**config.mk**
```make
export PLATFORM = sky130hd
export DESIGN_NAME = epcq_flash_sequencer
export DESIGN_NICKNAME = d
export VERILOG_FILES = /design/src/rtl/epcq_pkg.sv /design/src/rtl/epcq_busy_watchdog.sv /design/src/rtl/epcq_flash_sequencer.sv
export SDC_FILE = /design/constraint.sdc
export NUM_CORES = 1
export LEC_CHECK = 0
export ABC_AREA = 1
export CORE_ASPECT_RATIO = 0.7
export CORE_MARGIN = 5
export CORE_UTILIZATION = 31
export DETAILED_ROUTE_END_ITERATION = 8
export HOLD_SLACK_MARGIN = 0.15
export PLACE_DENSITY_LB_ADDON = 0.05
export SLEW_MARGIN = 15
export SYNTH_ARGS = -nofsm -noshare
export SYNTH_HDL_FRONTEND = slang
export SYNTH_SLANG_ARGS = --single-unit
```
**constraint.sdc**
```tcl
create_clock -name clkin -period 2.4 [get_ports clkin]
set_input_delay 0.48 -clock clkin [delete_from_list [all_inputs] [get_ports clkin]]
set_output_delay 0.48 -clock clkin [all_outputs]
set_load 0.1 [all_outputs]
```
**src/rtl/epcq_pkg.sv**
```systemverilog
// Shared types and constants for the EPCQ command sequencer.
package epcq_pkg;

    localparam int PAGE_BYTES_DEFAULT = 256;

    localparam logic [1:0] OP_READ  = 2'b00;
    localparam logic [1:0] OP_PROG  = 2'b01;
    localparam logic [1:0] OP_ERASE = 2'b10;

    typedef enum logic [2:0] {
        IDLE      = 3'd0,
        RD_START  = 3'd1,
        RD_STREAM = 3'd2,
        WR_FILL   = 3'd3,
        WR_ISSUE  = 3'd4,
        ER_ISSUE  = 3'd5,
        WAIT_BUSY = 3'd6,
        DONE      = 3'd7
    } epcq_state_t;

    // A read/program length must be 1..page bytes.
    function automatic logic len_in_range(input logic [8:0] len, input int page);
        return (len != 9'd0) && (int'(len) <= page);
    endfunction

endpackage

```
**src/rtl/epcq_busy_watchdog.sv**
```systemverilog
// Busy watchdog: counts enabled cycles and flags expiry at TIMEOUT_CYCLES.
module epcq_busy_watchdog #(
    parameter int TIMEOUT_CYCLES = 2**26
) (
    input  logic clkin,
    input  logic reset,
    input  logic enable,
    output logic expired
);

    localparam logic [26:0] LP_LIMIT = 27'(TIMEOUT_CYCLES - 1);

    logic [26:0] r_count;

    always_ff @(posedge clkin or posedge reset) begin
        if (reset) begin
            r_count <= '0;
        end else if (!enable) begin
            r_count <= '0;
        end else if (r_count < LP_LIMIT) begin
            r_count <= r_count + 27'd1;
        end
    end

    assign expired = enable && (r_count >= LP_LIMIT);

endmodule

```
**src/rtl/epcq_flash_sequencer.sv**
```systemverilog
// Host command sequencer for the EPCQ parallel-IO block (read / page program / sector erase).
// Optional busy watchdog enabled by defining EPCQ_BUSY_TIMEOUT_EN.
module epcq_flash_sequencer
    import epcq_pkg::*;
#(
    parameter int PAGE_BYTES     = PAGE_BYTES_DEFAULT,
    parameter int TIMEOUT_CYCLES = 2**26
) (
    input  logic        clkin,
    input  logic        reset,
    input  logic        cmd_valid,
    input  logic [1:0]  cmd_op,
    input  logic [31:0] cmd_addr,
    input  logic [8:0]  cmd_len,
    output logic        cmd_ready,
    input  logic [7:0]  wr_data,
    input  logic        wr_valid,
    output logic        wr_ready,
    output logic [7:0]  rd_data,
    output logic        rd_valid,
    output logic        done,
    output logic        error,
    output logic [31:0] flash_addr,
    output logic [7:0]  flash_datain,
    output logic        flash_read,
    output logic        flash_rden,
    output logic        flash_write,
    output logic        flash_wren,
    output logic        flash_shift_bytes,
    output logic        flash_sector_erase,
    output logic        flash_en4b_addr,
    input  logic [7:0]  flash_dataout,
    input  logic        flash_data_valid,
    input  logic        flash_busy,
    input  logic        flash_illegal_write,
    input  logic        flash_illegal_erase,
    output logic [2:0]  o_dbg_state
);

    epcq_state_t r_state;
    epcq_state_t w_next;
    logic [1:0]  r_op;
    logic [31:0] r_addr;
    logic [8:0]  r_len;
    logic [8:0]  r_cnt;
    logic        r_wait_min;
    logic        r_error;
    logic        r_rd_valid;
    logic [7:0]  r_rd_data;
    logic        w_accept;
    logic        w_cmd_bad;
    logic        w_last;
    logic        w_byte;
    logic        w_timeout;

`ifdef EPCQ_BUSY_TIMEOUT_EN
    logic w_wd_en;
    logic w_expired;

    assign w_wd_en = (r_state == WAIT_BUSY) || (r_state == RD_STREAM);

    epcq_busy_watchdog #(
        .TIMEOUT_CYCLES(TIMEOUT_CYCLES)
    ) u_watchdog (
        .clkin  (clkin),
        .reset  (reset),
        .enable (w_wd_en),
        .expired(w_expired)
    );

    assign w_timeout = w_expired;
`else
    logic w_unused_timeout;

    assign w_unused_timeout = (TIMEOUT_CYCLES != 0);
    assign w_timeout        = 1'b0;
`endif

    assign w_cmd_bad = (cmd_op == 2'b11) ||
                       ((cmd_op != OP_ERASE) && !len_in_range(cmd_len, PAGE_BYTES));
    assign w_last    = (r_cnt == (r_len - 9'd1));
    assign w_byte    = ((r_state == RD_STREAM) && flash_data_valid) ||
                       ((r_state == WR_FILL) && wr_valid);

    always_comb begin
        w_next   = r_state;
        w_accept = 1'b0;
        case (r_state)
            IDLE: begin
                if (cmd_valid && !flash_busy) begin
                    w_accept = 1'b1;
                    if (w_cmd_bad) begin
                        w_next = DONE;
                    end else begin
                        case (cmd_op)
                            OP_READ:  w_next = RD_START;
                            OP_PROG:  w_next = WR_FILL;
                            default:  w_next = ER_ISSUE;
                        endcase
                    end
                end
            end
            RD_START:  w_next = RD_STREAM;
            RD_STREAM: begin
                if (w_timeout) begin
                    w_next = DONE;
                end else if (flash_data_valid && w_last) begin
                    w_next = WAIT_BUSY;
                end
            end
            WR_FILL: begin
                if (wr_valid && w_last) begin
                    w_next = WR_ISSUE;
                end
            end
            WR_ISSUE:  w_next = WAIT_BUSY;
            ER_ISSUE:  w_next = WAIT_BUSY;
            WAIT_BUSY: begin
                // r_wait_min guarantees two cycles here so the EPCQ has time to raise busy.
                if (w_timeout || (r_wait_min && !flash_busy)) begin
                    w_next = DONE;
                end
            end
            DONE:      w_next = IDLE;
            default:   w_next = IDLE;
        endcase
    end

    always_ff @(posedge clkin or posedge reset) begin
        if (reset) begin
            r_state    <= IDLE;
            r_op       <= OP_READ;
            r_addr     <= '0;
            r_len      <= '0;
            r_cnt      <= '0;
            r_wait_min <= 1'b0;
            r_error    <= 1'b0;
            r_rd_valid <= 1'b0;
            r_rd_data  <= '0;
        end else begin
            r_state    <= w_next;
            r_wait_min <= (r_state == WAIT_BUSY);
            r_rd_valid <= (r_state == RD_STREAM) && flash_data_valid;
            if ((r_state == RD_STREAM) && flash_data_valid) begin
                r_rd_data <= flash_dataout;
            end
            if (w_accept) begin
                r_op    <= cmd_op;
                r_addr  <= cmd_addr;
                r_len   <= cmd_len;
                r_cnt   <= '0;
                r_error <= w_cmd_bad;
            end else begin
                if (w_byte) begin
                    r_cnt <= r_cnt + 9'd1;
                end
                if (w_timeout ||
                    ((r_state != IDLE) &&
                     (((r_op == OP_PROG) && flash_illegal_write) ||
                      ((r_op == OP_ERASE) && flash_illegal_erase)))) begin
                    r_error <= 1'b1;
                end
            end
        end
    end

    always_comb begin
        cmd_ready          = (r_state == IDLE);
        wr_ready           = (r_state == WR_FILL);
        done               = (r_state == DONE);
        flash_read         = (r_state == RD_START);
        flash_rden         = (r_state == RD_START) ||
                             ((r_state == RD_STREAM) && !(flash_data_valid && w_last) && !w_timeout);
        flash_shift_bytes  = (r_state == WR_FILL) && wr_valid;
        flash_datain       = flash_shift_bytes ? wr_data : 8'h00;
        flash_write        = (r_state == WR_ISSUE);
        flash_wren         = (r_state == WR_ISSUE) || (r_state == ER_ISSUE);
        flash_sector_erase = (r_state == ER_ISSUE);
    end

    assign flash_addr      = r_addr;
    assign flash_en4b_addr = 1'b1;
    assign rd_valid        = r_rd_valid;
    assign rd_data         = r_rd_data;
    assign error           = r_error;
    assign o_dbg_state     = r_state;

endmodule

```
======== Word level (Yosys, flattened, before mapping) ========
Cells that the tools add are included.
word-level totals
  flip-flop bits (word level) ............. 66
  bits of input ports ..................... 67
  output and inout bits ................... 63
  logic and storage cells ................. 71
operators by class
  $add $sub $neg .......................... 2
  order comparisons ....................... 1
  eq/ne operators ......................... 17
  multiplexer cells ....................... 14
  reductions and logical operators ........ 28
operator list
  kind                                                   count
  one-hot mux 3 bit (7 select lines)                     1
  2-to-1 mux 9 bit                                       2
  2-to-1 mux 3 bit                                       5
  equality test 3 bit, second input constant             4
  logical AND 1 bit                                      12
  adder 9 x 1 -> 9 bit, second input constant            1
  equality test 9 bit                                    1
  less-or-equal comparator 9 bit, second input constant  1
  nonzero test 9 bit                                     1
  subtractor 9 x 1 -> 9 bit, second input constant       1
  2-to-1 mux 8 bit                                       1
  equality test 3 x 2 -> 1 bit, second input constant    2
  != test 2 x 1 -> 1 bit, second input constant          3
  one-hot mux 3 bit (2 select lines)                     1
  logical OR 1 bit                                       5
  equality test 2 x 1 -> 1 bit, second input constant    2
  equality test 2 bit, second input constant             2
  2-to-1 mux 1 bit                                       4
  != test 2 bit, second input constant                   2
  AND reduction 4 bit                                    1
  nonzero test 2 bit                                     2
  equality test 3 x 1 -> 1 bit, second input constant    1
  logical NOT 1 bit                                      3
  logical NOT 3 bit                                      1
  3 further kinds                                        3

======== Depth between registers and ports, before layout ========
  depth in word-level cells ............... 8
  mapped depth ............................ 15
  depth with buffers taken out ............ 15

======== Least setup slack after synthesis ========
OpenSTA, ideal clock, no wires.
  path kind ............................... register -> output
  start ................................... reg r_state[2] (netlist: o_dbg_state[2])
  end ..................................... out flash_sector_erase
  data arrival time ....................... 3.395 ns
  required time ........................... 1.920 ns
  path slack .............................. -1.475 ns
  cell stages (with the launch flop) ...... 3
  buffers on the path ..................... 0
  cell sequence ........................... dfrtp_1 inv_1 nor3_1
on the way
  longest elaborated chain between the ends .. 1
ends and longest elaborated chain
  element                   line                         text
  start: declaration        epcq_flash_sequencer.sv:40   epcq_state_t r_state;
  start signal: assignment  epcq_flash_sequencer.sv:141  r_state <= w_next;
  equality test 3 bit       epcq_flash_sequencer.sv:178  flash_sector_erase = (r_state == ER_ISSUE);
  end: declaration          epcq_flash_sequencer.sv:30   output logic flash_sector_erase,
No other way between the ends.

======== Worst setup path in the final report ========
  start ................................... reg r_len[0]
  end ..................................... out flash_rden
on the way
  longest elaborated chain between the ends .. 6
ends and longest elaborated chain
  element                    line                         text
  start: declaration         epcq_flash_sequencer.sv:44   logic [8:0] r_len;
  start signal: assignment   epcq_flash_sequencer.sv:150  r_len <= cmd_len;
  subtractor 9 x 1 -> 9 bit  epcq_flash_sequencer.sv:81   assign w_last = (r_cnt == (r_len - 9'd1));
  equality test 9 bit        epcq_flash_sequencer.sv:81
  logical AND 1 bit          epcq_flash_sequencer.sv:173  ((r_state == RD_STREAM) && !(flash_data_valid && w_last) && !w_timeout);
  logical NOT 1 bit          epcq_flash_sequencer.sv:173
  logical AND 1 bit          epcq_flash_sequencer.sv:173
  logical OR 1 bit           epcq_flash_sequencer.sv:172  flash_rden = (r_state == RD_START) ||
  end: declaration           epcq_flash_sequencer.sv:26   output logic flash_rden,
No other way between the ends.

==> flow_metrics.tcl <==
set metrics [dict create \
    final-hold-violation-count 0 \
    syn_nets 504 \
    crit_chain "inv_2 -> ha_4 -> inv_2 -> nand2_2 -> nand2_2 -> nand3_2 -> nor2_2 -> nand3_2 -> nor2_4 -> nand3_2 -> nand2_2 -> o21ai_4 -> buf_12" \
    whs_path_depth 2 \
    rsz0062_at_grt "true" \
    ctsRootBufferMaster "sky130_fd_sc_hd__clkbuf_16" \
    crit_share_post_route 1.02 \
    critPathSlowestCell "sky130_fd_sc_hd__dfrtp_1" \
    end_kind "output pin" \
    synth_seq_cells 66 \
    antenna_found_initial 0 \
    final-max-slew-violation-count 0 \
    initial_utilization 0.318 \
    timing.fmax_mhz 408 \
    antenna_cells_inserted 0 \
    final_design_area_no_fill_sq_um 5250 \
    count_leader_synth "sky130_fd_sc_hd__nand2_1" \
    layoutNonFillerInstCount 714 \
    netlist_top_cells_count "181 x sky130_fd_sc_hd__nand2_1, 66 x sky130_fd_sc_hd__dfrtp_1, 50 x sky130_fd_sc_hd__inv_1, 27 x sky130_fd_sc_hd__nor2_1, 14 x sky130_fd_sc_hd__nand3_1" \
    multi_input_gate_area_in_the_final_layout_sq_um 1500 \
    post_route_cells_drive_above_1_share 0.268 \
    floorplan.die.height_um 96.3 \
    highest_layer "met4" \
    vias_in_the_first_global_route 3145 \
    synth_top_cell_by_area "sky130_fd_sc_hd__dfrtp_1" \
    fp.coreArea_sq_um 10400 \
    worst_ep_arrival_time_ns 1.97 \
    timing.critical_path.required_ns 1.92 \
    maxCapViolations 0 \
    outcome "finished, violations left" \
    firstDrtPassIters 5 \
    groute.usage.overall 0.154 \
    synthDistinctLibCells 29 \
    dp_cells 692 \
    clock_tree.htree_level_count 3 \
    postRouteAntennaNets 0 \
    layout.nets 646 \
    sequential_cell_area_sq_um 1660 \
    cts-root-to-sink-buffers 2 \
    final_critical_path_setup_slack_ns -0.0534 \
    floorplan.die_area_sq_um 12800 \
    cp-start-kind "register" \
    place.gp.congestion 0.853 \
    syn_area_per_cell_sq_um 7.58 \
    netlist_top_cells_area "sky130_fd_sc_hd__dfrtp_1 50%, sky130_fd_sc_hd__nand2_1 21%, sky130_fd_sc_hd__inv_1 5.7%" \
    synth_seq_area_share 0.501 \
    max_stage_delay_ns 0.39 \
    cts_tree "yes" \
    synth_enable_flop_cells 0 \
    finalCriticalPeriod_ns 2.45 \
    grt_max_degree 46 \
    r2r_end "o_dbg_state[1]$_DFFE_PP0P_" \
    routed-wl-met2_um 4050 \
    ff2ff_path_depth 15 \
    placement.io_buffers 128 \
    skew_ns 0.00521 \
    timing_worst_setup_path_type "reg2out" \
    flow.area_growth_from_synthesis_pct 59.3 \
    worst-r2r-setup-slack_ns 0.57 \
    worst_hold_path_ep "rd_data[7]$_DFFE_PP0P_" \
    clk_latency_ns 0.33 \
    worst_setup_hold_path_clk_slew_ns 0.06 \
    async_reset_ff_frac 1.00 \
    detail_route.wirelength.met1_um 4510 \
    timing.final.setup_violations 1 \
    postSynth.topFlopCell "sky130_fd_sc_hd__dfrtp_1" \
    timing.hold.worst.class "reg2reg" \
    postSynthCellCount 435 \
    floorplan.rows 31 \
    numCtsBuffers 9 \
    die_width_um 133 \
    num-fill-cells 992 \
    i_o_pins 130 \
    setup-tns-final_ns -0.0534 \
    detail_route.iter0.violations 154 \
    routed-wl-met3_um 738 \
    hpwlAfterDp_um 7280 \
    netlist.area_leader.share 0.501 \
    utilization 0.507 \
    cts_num_sinks 66 \
    r2r-start "r_len[0]$_DFFE_PP0P_" \
    placedInstanceArea_sq_um 4860 \
    failed_checks "setup timing" \
    drt_wl_total_um 9410 \
    hold_path_startpoint "rd_data[7]$_DFFE_PP0P_" \
    route.detailed.vias_per_inst 4.39 \
    grt_first_pass_wirelength_um 15500 \
    holdBufCountCts 0 \
    synth.cell_area_sq_um 3300 \
    globalRouteOverflowTotal 0 \
    routedWlPerCell_um 13.2 \
    synth_warnings 0 \
    critPathMaxFanout 2 \
    post-route-drc-count 0 \
    vias_after_detailed_routing 3137 \
]
-- registers in the layout, indices dropped and copies added (netlist names) --
register	cells
error	1
r_cnt	9
r_op	2
r_wait_min	1
rd_data	8
rd_valid	1
r_len	9
flash_addr	32
o_dbg_state	3
-- logic make-up (layout without fill, tap and decap cells) --
family	after synthesis	count (layout)	share of synthesized area
and+or+nand+nor	250	250	0.326
buffers and inverters	74	221	0.0918
DFF	66	66	0.501
AOI/OAI and AO/OA	37	37	0.0588
xor gates and xnor gates	5	5	0.0133
adders and majority gates	2	2	0.00759
other	1	1	0.00114
-- what timing repair did --
action,CTS,global route
setup endpoints to repair,1,1
pin swaps,8,8
setup buffers,5,1
gates cloned,0,0
gates resized for setup,7,16
-- through the flow --
stage | hold slack (ns) | setup WS, ns
floorplan | 0.478 | -0.539
global placement | 0.457 | 0.185
CTS | 0.473 | -0.0540
finish | 0.468 | -0.0534
detailed placement | 0.460 | 0.137
global route | 0.488 | -0.195
-- worst max-delay path by stage --
stage / endpoint / depth (start not counted) / start
2_1_floorplan: flash_datain[0] / 6 / o_dbg_state[1]$_DFFE_PP0P_
3_3_place_gp: flash_rden / 13 / r_len[0]$_DFFE_PP0P_
3_5_place_dp: flash_rden / 14 / r_len[0]$_DFFE_PP0P_
4_1_cts: flash_rden / 14 / r_len[1]$_DFFE_PP0P_
5_1_grt: flash_rden / 13 / r_len[0]$_DFFE_PP0P_
6_report: flash_rden / 13 / r_len[0]$_DFFE_PP0P_
-- critical path, delay by kind of cell, from the launching register on --
kind,cells,cell delay (ns)
AOI/OAI and AO/OA,1,0.07
adders and majority gates,1,0.21
buffers and inverters,3,0.30
DFF,1,0.39
and+or+nand+nor,8,0.68
-- cell usage in the layout (no fill, tap or decap), types with 2 or more instances in the layout --
| master | Yosys | layout |
|---|---|---|
| sky130_fd_sc_hd__o21ai_1 | 12 | 11 |
| sky130_fd_sc_hd__clkbuf_16 | 0 | 9 |
| sky130_fd_sc_hd__dfrtp_1 | 66 | 61 |
| sky130_fd_sc_hd__nor3_1 | 10 | 8 |
| sky130_fd_sc_hd__inv_2 | 12 | 16 |
| sky130_fd_sc_hd__buf_4 | 2 | 62 |
| sky130_fd_sc_hd__nor2_4 | 1 | 10 |
| sky130_fd_sc_hd__nand3_2 | 0 | 4 |
| sky130_fd_sc_hd__dfrtp_2 | 0 | 5 |
| sky130_fd_sc_hd__a211oi_1 | 2 | 2 |
| sky130_fd_sc_hd__a21oi_1 | 13 | 13 |
| sky130_fd_sc_hd__nor2_1 | 27 | 11 |
| sky130_fd_sc_hd__xor2_1 | 4 | 4 |
| sky130_fd_sc_hd__o21ai_0 | 8 | 8 |
| sky130_fd_sc_hd__clkdlybuf4s50_1 | 0 | 66 |
| sky130_fd_sc_hd__nor2_8 | 2 | 2 |
| sky130_fd_sc_hd__buf_12 | 0 | 15 |
| sky130_fd_sc_hd__nand2_4 | 2 | 2 |
| sky130_fd_sc_hd__nand2_1 | 181 | 175 |
| sky130_fd_sc_hd__nand3_1 | 14 | 10 |
| sky130_fd_sc_hd__nand4_1 | 5 | 5 |
| sky130_fd_sc_hd__inv_1 | 50 | 46 |
| sky130_fd_sc_hd__clkinvlp_4 | 0 | 4 |
| sky130_fd_sc_hd__nor2_2 | 4 | 11 |
| sky130_fd_sc_hd__nand2_2 | 2 | 8 |
| sky130_fd_sc_hd__nor3_2 | 0 | 2 |
-- metal layers --
metal,vias up,track usage
met3,13,0.0669
li1,1615,-
met1,1412,0.211
met4,0,0.0437
met5,-,0
met2,97,0.220
-- cell type report --
cell class | count | share of cell area
repair buffers | 143 | 0.272
multi-input cells | 295 | 0.285
inverters | 62 | 0.0443
clock buffers | 10 | 0.0436
flip-flops and latches | 66 | 0.316
clock inverters | 6 | 0.00834
well taps | 132 | 0.0315
Power is left out: the tool's default activity adds up to more than one toggle a clock period on the data nets, which glitch-free logic cannot reach.
